File: src/rtl/rf_pkg.sv
// Shared definitions for the 2-read/1-write register file and its decoder.
// Defaults describe the Simple RISC Machine: eight 16-bit registers.
package rf_pkg;

    localparam int DEF_DATA_W = 16;
    localparam int DEF_ADDR_W = 3;

    // Register count for a given register-number width.
    function automatic int nregs(input int addr_w);
        return 1 << addr_w;
    endfunction

    // Register number as seen by the decoder with the default geometry.
    typedef logic [DEF_ADDR_W-1:0] regnum_t;

endpackage

File: src/rtl/rf_scoreboard.sv
// Busy-bit scoreboard for registers waiting on a memory load.
// A lock sets a bit, a write clears it, and a lock wins a same-register collision.
module rf_scoreboard
    import rf_pkg::*;
#(
    parameter int ADDR_W  = DEF_ADDR_W,
    parameter int BYPASS  = 1,
    parameter int ZERO_R0 = 0
) (
    input  logic              clk,
    input  logic              reset_n,
    input  logic              write,
    input  logic [ADDR_W-1:0] writenum,
    input  logic              lock,
    input  logic [ADDR_W-1:0] locknum,
    input  logic [ADDR_W-1:0] readnum_a,
    input  logic [ADDR_W-1:0] readnum_b,
    output logic              busy_a,
    output logic              busy_b,
    output logic              any_busy
);

    localparam int NREGS = nregs(ADDR_W);

    logic [NREGS-1:0]       busy_q;
    logic [NREGS-1:0]       busy_d;
    logic                   clr_en;
    logic                   set_en;
    logic [1:0][ADDR_W-1:0] rd_sel;
    logic [1:0]             busy_rd;

    assign clr_en = write && !((ZERO_R0 != 0) && (writenum == '0));
    assign set_en = lock  && !((ZERO_R0 != 0) && (locknum  == '0));

    // Set is applied after clear so a colliding lock leaves the bit at 1.
    always_comb begin
        busy_d = busy_q;
        if (clr_en) begin
            busy_d[writenum] = 1'b0;
        end
        if (set_en) begin
            busy_d[locknum] = 1'b1;
        end
    end

    always_ff @(posedge clk or negedge reset_n) begin
        if (!reset_n) begin
            busy_q <= '0;
        end else begin
            busy_q <= busy_d;
        end
    end

    assign rd_sel = {readnum_b, readnum_a};

    generate
        for (genvar gi = 0; gi < 2; gi++) begin : g_port
            logic r0_hit;
            logic byp_hit;

            assign r0_hit  = (ZERO_R0 != 0) && (rd_sel[gi] == '0);
            assign byp_hit = (BYPASS != 0) && write && (writenum == rd_sel[gi]);

            // A forwarded write reports the post-edge busy state of its register.
            assign busy_rd[gi] = reset_n && !r0_hit &&
                                 (byp_hit ? (lock && (locknum == writenum))
                                          : busy_q[rd_sel[gi]]);
        end
    endgenerate

    assign busy_a   = busy_rd[0];
    assign busy_b   = busy_rd[1];
    assign any_busy = |busy_q;

endmodule

File: src/rtl/regfile_2r1w.sv
// Two combinational read ports, one synchronous write port, optional
// write-to-read forwarding, optional hardwired-zero R0 and a load scoreboard.
module regfile_2r1w
    import rf_pkg::*;
#(
    parameter int DATA_W  = DEF_DATA_W,
    parameter int ADDR_W  = DEF_ADDR_W,
    parameter int BYPASS  = 1,
    parameter int ZERO_R0 = 0
) (
    input  logic              clk,
    input  logic              reset_n,
    input  logic              write,
    input  logic [ADDR_W-1:0] writenum,
    input  logic [DATA_W-1:0] data_in,
    input  logic [ADDR_W-1:0] readnum_a,
    output logic [DATA_W-1:0] data_out_a,
    input  logic [ADDR_W-1:0] readnum_b,
    output logic [DATA_W-1:0] data_out_b,
    input  logic              lock,
    input  logic [ADDR_W-1:0] locknum,
    output logic              busy_a,
    output logic              busy_b,
    output logic              any_busy
);

    localparam int NREGS = nregs(ADDR_W);

    logic [DATA_W-1:0]      regs_q [NREGS];
    logic [DATA_W-1:0]      regs_d [NREGS];
    logic                   wr_en;
    logic [1:0][ADDR_W-1:0] rd_sel;
    logic [1:0][DATA_W-1:0] rd_data;

    // With a hardwired R0 its flop is never written, so it stays at its reset value.
    assign wr_en = write && !((ZERO_R0 != 0) && (writenum == '0));

    always_comb begin
        regs_d = regs_q;
        if (wr_en) begin
            regs_d[writenum] = data_in;
        end
    end

    always_ff @(posedge clk or negedge reset_n) begin
        if (!reset_n) begin
            for (int i = 0; i < NREGS; i++) begin
                regs_q[i] <= '0;
            end
        end else begin
            regs_q <= regs_d;
        end
    end

    assign rd_sel = {readnum_b, readnum_a};

    generate
        for (genvar gi = 0; gi < 2; gi++) begin : g_rd
            logic r0_hit;
            logic byp_hit;

            assign r0_hit  = (ZERO_R0 != 0) && (rd_sel[gi] == '0);
            assign byp_hit = (BYPASS != 0) && write && (writenum == rd_sel[gi]);

            // Outputs are forced low while reset is held, even if a forwarded write is pending.
            assign rd_data[gi] = (!reset_n || r0_hit) ? '0 :
                                 byp_hit              ? data_in :
                                                        regs_q[rd_sel[gi]];
        end
    endgenerate

    assign data_out_a = rd_data[0];
    assign data_out_b = rd_data[1];

    rf_scoreboard #(
        .ADDR_W  (ADDR_W),
        .BYPASS  (BYPASS),
        .ZERO_R0 (ZERO_R0)
    ) u_scoreboard (
        .clk       (clk),
        .reset_n   (reset_n),
        .write     (write),
        .writenum  (writenum),
        .lock      (lock),
        .locknum   (locknum),
        .readnum_a (readnum_a),
        .readnum_b (readnum_b),
        .busy_a    (busy_a),
        .busy_b    (busy_b),
        .any_busy  (any_busy)
    );

endmodule

File: config.mk
export PLATFORM = sky130hd
export DESIGN_NAME = regfile_2r1w
export DESIGN_NICKNAME = d
export VERILOG_FILES = /design/src/rtl/rf_pkg.sv /design/src/rtl/rf_scoreboard.sv /design/src/rtl/regfile_2r1w.sv
export SDC_FILE = /design/constraint.sdc
export NUM_CORES = 1
export LEC_CHECK = 0
export CORE_ASPECT_RATIO = 1.2
export CORE_UTILIZATION = 63
export CTS_CLUSTER_SIZE = 20
export DETAILED_ROUTE_END_ITERATION = 10
export PLACE_DENSITY_LB_ADDON = 0.2
export SYNTH_ARGS = -nofsm -noshare
export SYNTH_HDL_FRONTEND = slang
export SYNTH_SLANG_ARGS = --single-unit
File: constraint.sdc
create_clock -name clk -period 3.95 [get_ports clk]
set_input_delay 0.79 -clock clk [delete_from_list [all_inputs] [get_ports clk]]
set_output_delay 0.79 -clock clk [all_outputs]
set_load 0.02 [all_outputs]
==> results.yml <==
critical_path:
  worstRegToRegCells: 1
  start_kind: "input pin"
  cp.required_ps: 3160
  critical-path-max-stage-delay_ps: 630
  crit_type: "in -> out"
  worstPathArrival_ps: 3130
  critPathCaptureType: "output port"
  crit_path_top_delay_cell: "clkdlybuf4s50_1"
  worstPathMaxFanout: 13
  path_depth: 7
  path_delay_family: "buffers and inverters"
  cp_cell_sequence: "clkdlybuf4s50_1 -> or2_2 -> buf_4 -> o22ai_1 -> a21oi_1 -> a21oi_1 -> clkdlybuf4s50_1"
  cp_num_buf_inv: 3
timing:
  fin_crit_sh: 0.994
  min_period_ps: 3920
  max_freq_mhz: 255
  hold_viol_final: 0
  finalMaxSlewViolations: 0
  setup_viol_count_final: 0
  maxSlewHeadroom: 0.405
  fin_setup_tns_ps: 0
  clock_skew_ps: 0
  rsz0062_at_grt: "false"
  max_slew.worst_pin.slew_ps: 889
clocking:
  cts_setup_buffers: 0
  numClockSinks: 136
  cts_buffer_depth: 2
  tritoncts: "done"
  cts_buffers: 17
  clockRootBuffer: "clkbuf_16"
  path_clk_slew_ps: 60
  clkLatencyLatePin_ps: 410
  h-tree-depth: 4
synth:
  synth_fa_ha_area_frac: 0
  synth_most_common_cell: "dfrtp_1"
  ys_top_cells_by_count: "dfrtp_1 (136), mux2_2 (128), mux2i_1 (66)"
  synthMuxAreaShare: 0.377
  yosys.area.top_type_share: 0.437
  syn_nets: 643
  syn_inst: 611
  synth_edf_count: 0
  syn_area_per_cell_sq_um: 12.8
  ys_seq_elements: 136
  synth_warnings: 0
  seq_area_frac_synth: 0.437
  yosys.area_share.simple: 0.0340
  ys.flop_type: "dfrtp_1"
  synth-xor-area-share: 0.0101
  synthTopCellsByArea: "dfrtp_1 (44%), mux2_2 (18%), mux4_2 (10%)"
  netlist_area_sq_um: 7790
  async_flop_share: 1.00
  yosysUniqueCellTypes: 29
  yosys.area.top_type: "dfrtp_1"
  synth-compound-area-share: 0.0933
  synth_top_family_by_area: "multiplexers"
layout:
  final_cells: 846
  drive_gt1_frac: 0.366
  multi_input_area_sq_um: 4010
  diodes: 0
  area_delta_synth_final_pct: 19.4
  final_nets: 704
  fillers: 721
  regArea_sq_um: 3400
global_routing:
  track_usage: 0.340
  overflow: 0
  grt_max_degree: 69
  antenna_found_initial: 0
  grt_pass1_vias: 5900
  grt_pass1_wl_microns: 32200
pwr:
  ir_drop_mv: 0.314
  leakage_nw: 3.92
  powerDensity_nw_per_um2: 518
drt:
  post-route-drc-count: 0
  drtAntennaViolNets: 0
  firstDrtPassIters: 5
  vias: 5681
  wirelength_microns: 20500
  viasPerCell: 6.72
  drtIter0Drc: 321
  wl_per_cell_microns: 24.3
die:
  ios: 67
  die_h_microns: 124
  dieArea_sq_um: 12800
  die_w_microns: 104
  coreArea_sq_um: 12100
  initial_utilization: 0.647
  row_count: 44
worst_hold_path:
  hold_class: "in -> async"
place:
  io_buffer_count: 66
  gp_congestion: 0.877
  dp_hpwl_microns: 13100
  dp.cells: 814
run_status:
  status: "finished, final reports clean"
job:
  cap_violations: 0
registers in the layout, indices dropped and copies added, names as in the netlist:
signal and cells:
u_scoreboard.busy_q 8, regs_q 128
layout make-up:
| type | instances | share of cell area |
|---|---|---|
| clock buffers | 18 | 0.0472 |
| clock inverters | 14 | 0.0212 |
| inverters | 5 | 0.00202 |
| multi-input cells | 406 | 0.431 |
| flip-flops and latches | 136 | 0.366 |
| well taps | 161 | 0.0216 |
| repair buffers | 106 | 0.111 |
power by group:
group,internal (mW),total [mW],switching (mW)
sequential,1.70,1.95,0.247
clock,1.08,1.69,0.618
combinational,0.665,1.18,0.510
total,3.44,4.82,1.38
logic make-up after synthesis:
kind of cell           after synthesis
multiplexers                       231
AND/OR/NAND/NOR                     31
XOR/XNOR                             9
AO/OA/AOI/OAI                      135
flip-flops                         136
buffers and inverters               69
per-stage QoR:
stage	worst slack, ps	power (mW)	cell area [sq um]	utilization	hold slack [ps]
6_report	25.1	4.82	9310	0.772	337
5_1_grt	3.22	5.00	9310	0.772	356
4_1_cts	30.0	4.82	9300	0.771	338
3_5_place_dp	61.4	3.11	8660	0.718	513
3_3_place_gp	77.7	3.03	8660	0.718	500
2_1_floorplan	1010	2.71	7790	-	481
cell usage in the layout, fill, tap and decap left out, types with 6 or more instances in the layout:
master,count
dfrtp_1,136
nand2_1,8
buf_4,33
buf_12,6
clkbuf_16,17
mux4_2,36
o21ai_0,36
a21oi_1,63
mux2_2,128
clkdlybuf4s50_1,62
mux2i_1,66
o22ai_1,33
xnor2_1,9
per-layer routing:
metal | part of all wire | vias to the layer above | track usage
li1 | - | 2439 | -
met3 | 0.060 | 55 | 0.0696
met2 | 0.53 | 252 | 0.589
met4 | 0.031 | 0 | 0.181
met5 | 0 | - | 0
met1 | 0.38 | 2935 | 0.407
final timing paths:
check	start	endpoint	slack [ps]
max	readnum_b[1]	data_out_b[15]	30
min	reset_n	regs_q[96]$_DFFE_PN0P_	340
max reg2reg	regs_q[80]$_DFFE_PN0P_	regs_q[80]$_DFFE_PN0P_	3120
min reg2reg	regs_q[116]$_DFFE_PN0P_	regs_q[116]$_DFFE_PN0P_	530
max in group asynchronous	reset_n	regs_q[100]$_DFFE_PN0P_	2790
min in group clk	regs_q[116]$_DFFE_PN0P_	regs_q[116]$_DFFE_PN0P_	530
what timing repair did:
action | 4_1_cts | 5_1_grt
gates resized for setup | 0 | 3
hold buffers | 0 | 0
endpoints found under the setup margin | 0 | 9
endpoints found under the hold margin | 0 | 0
Power figures use the tool's default switching activity.
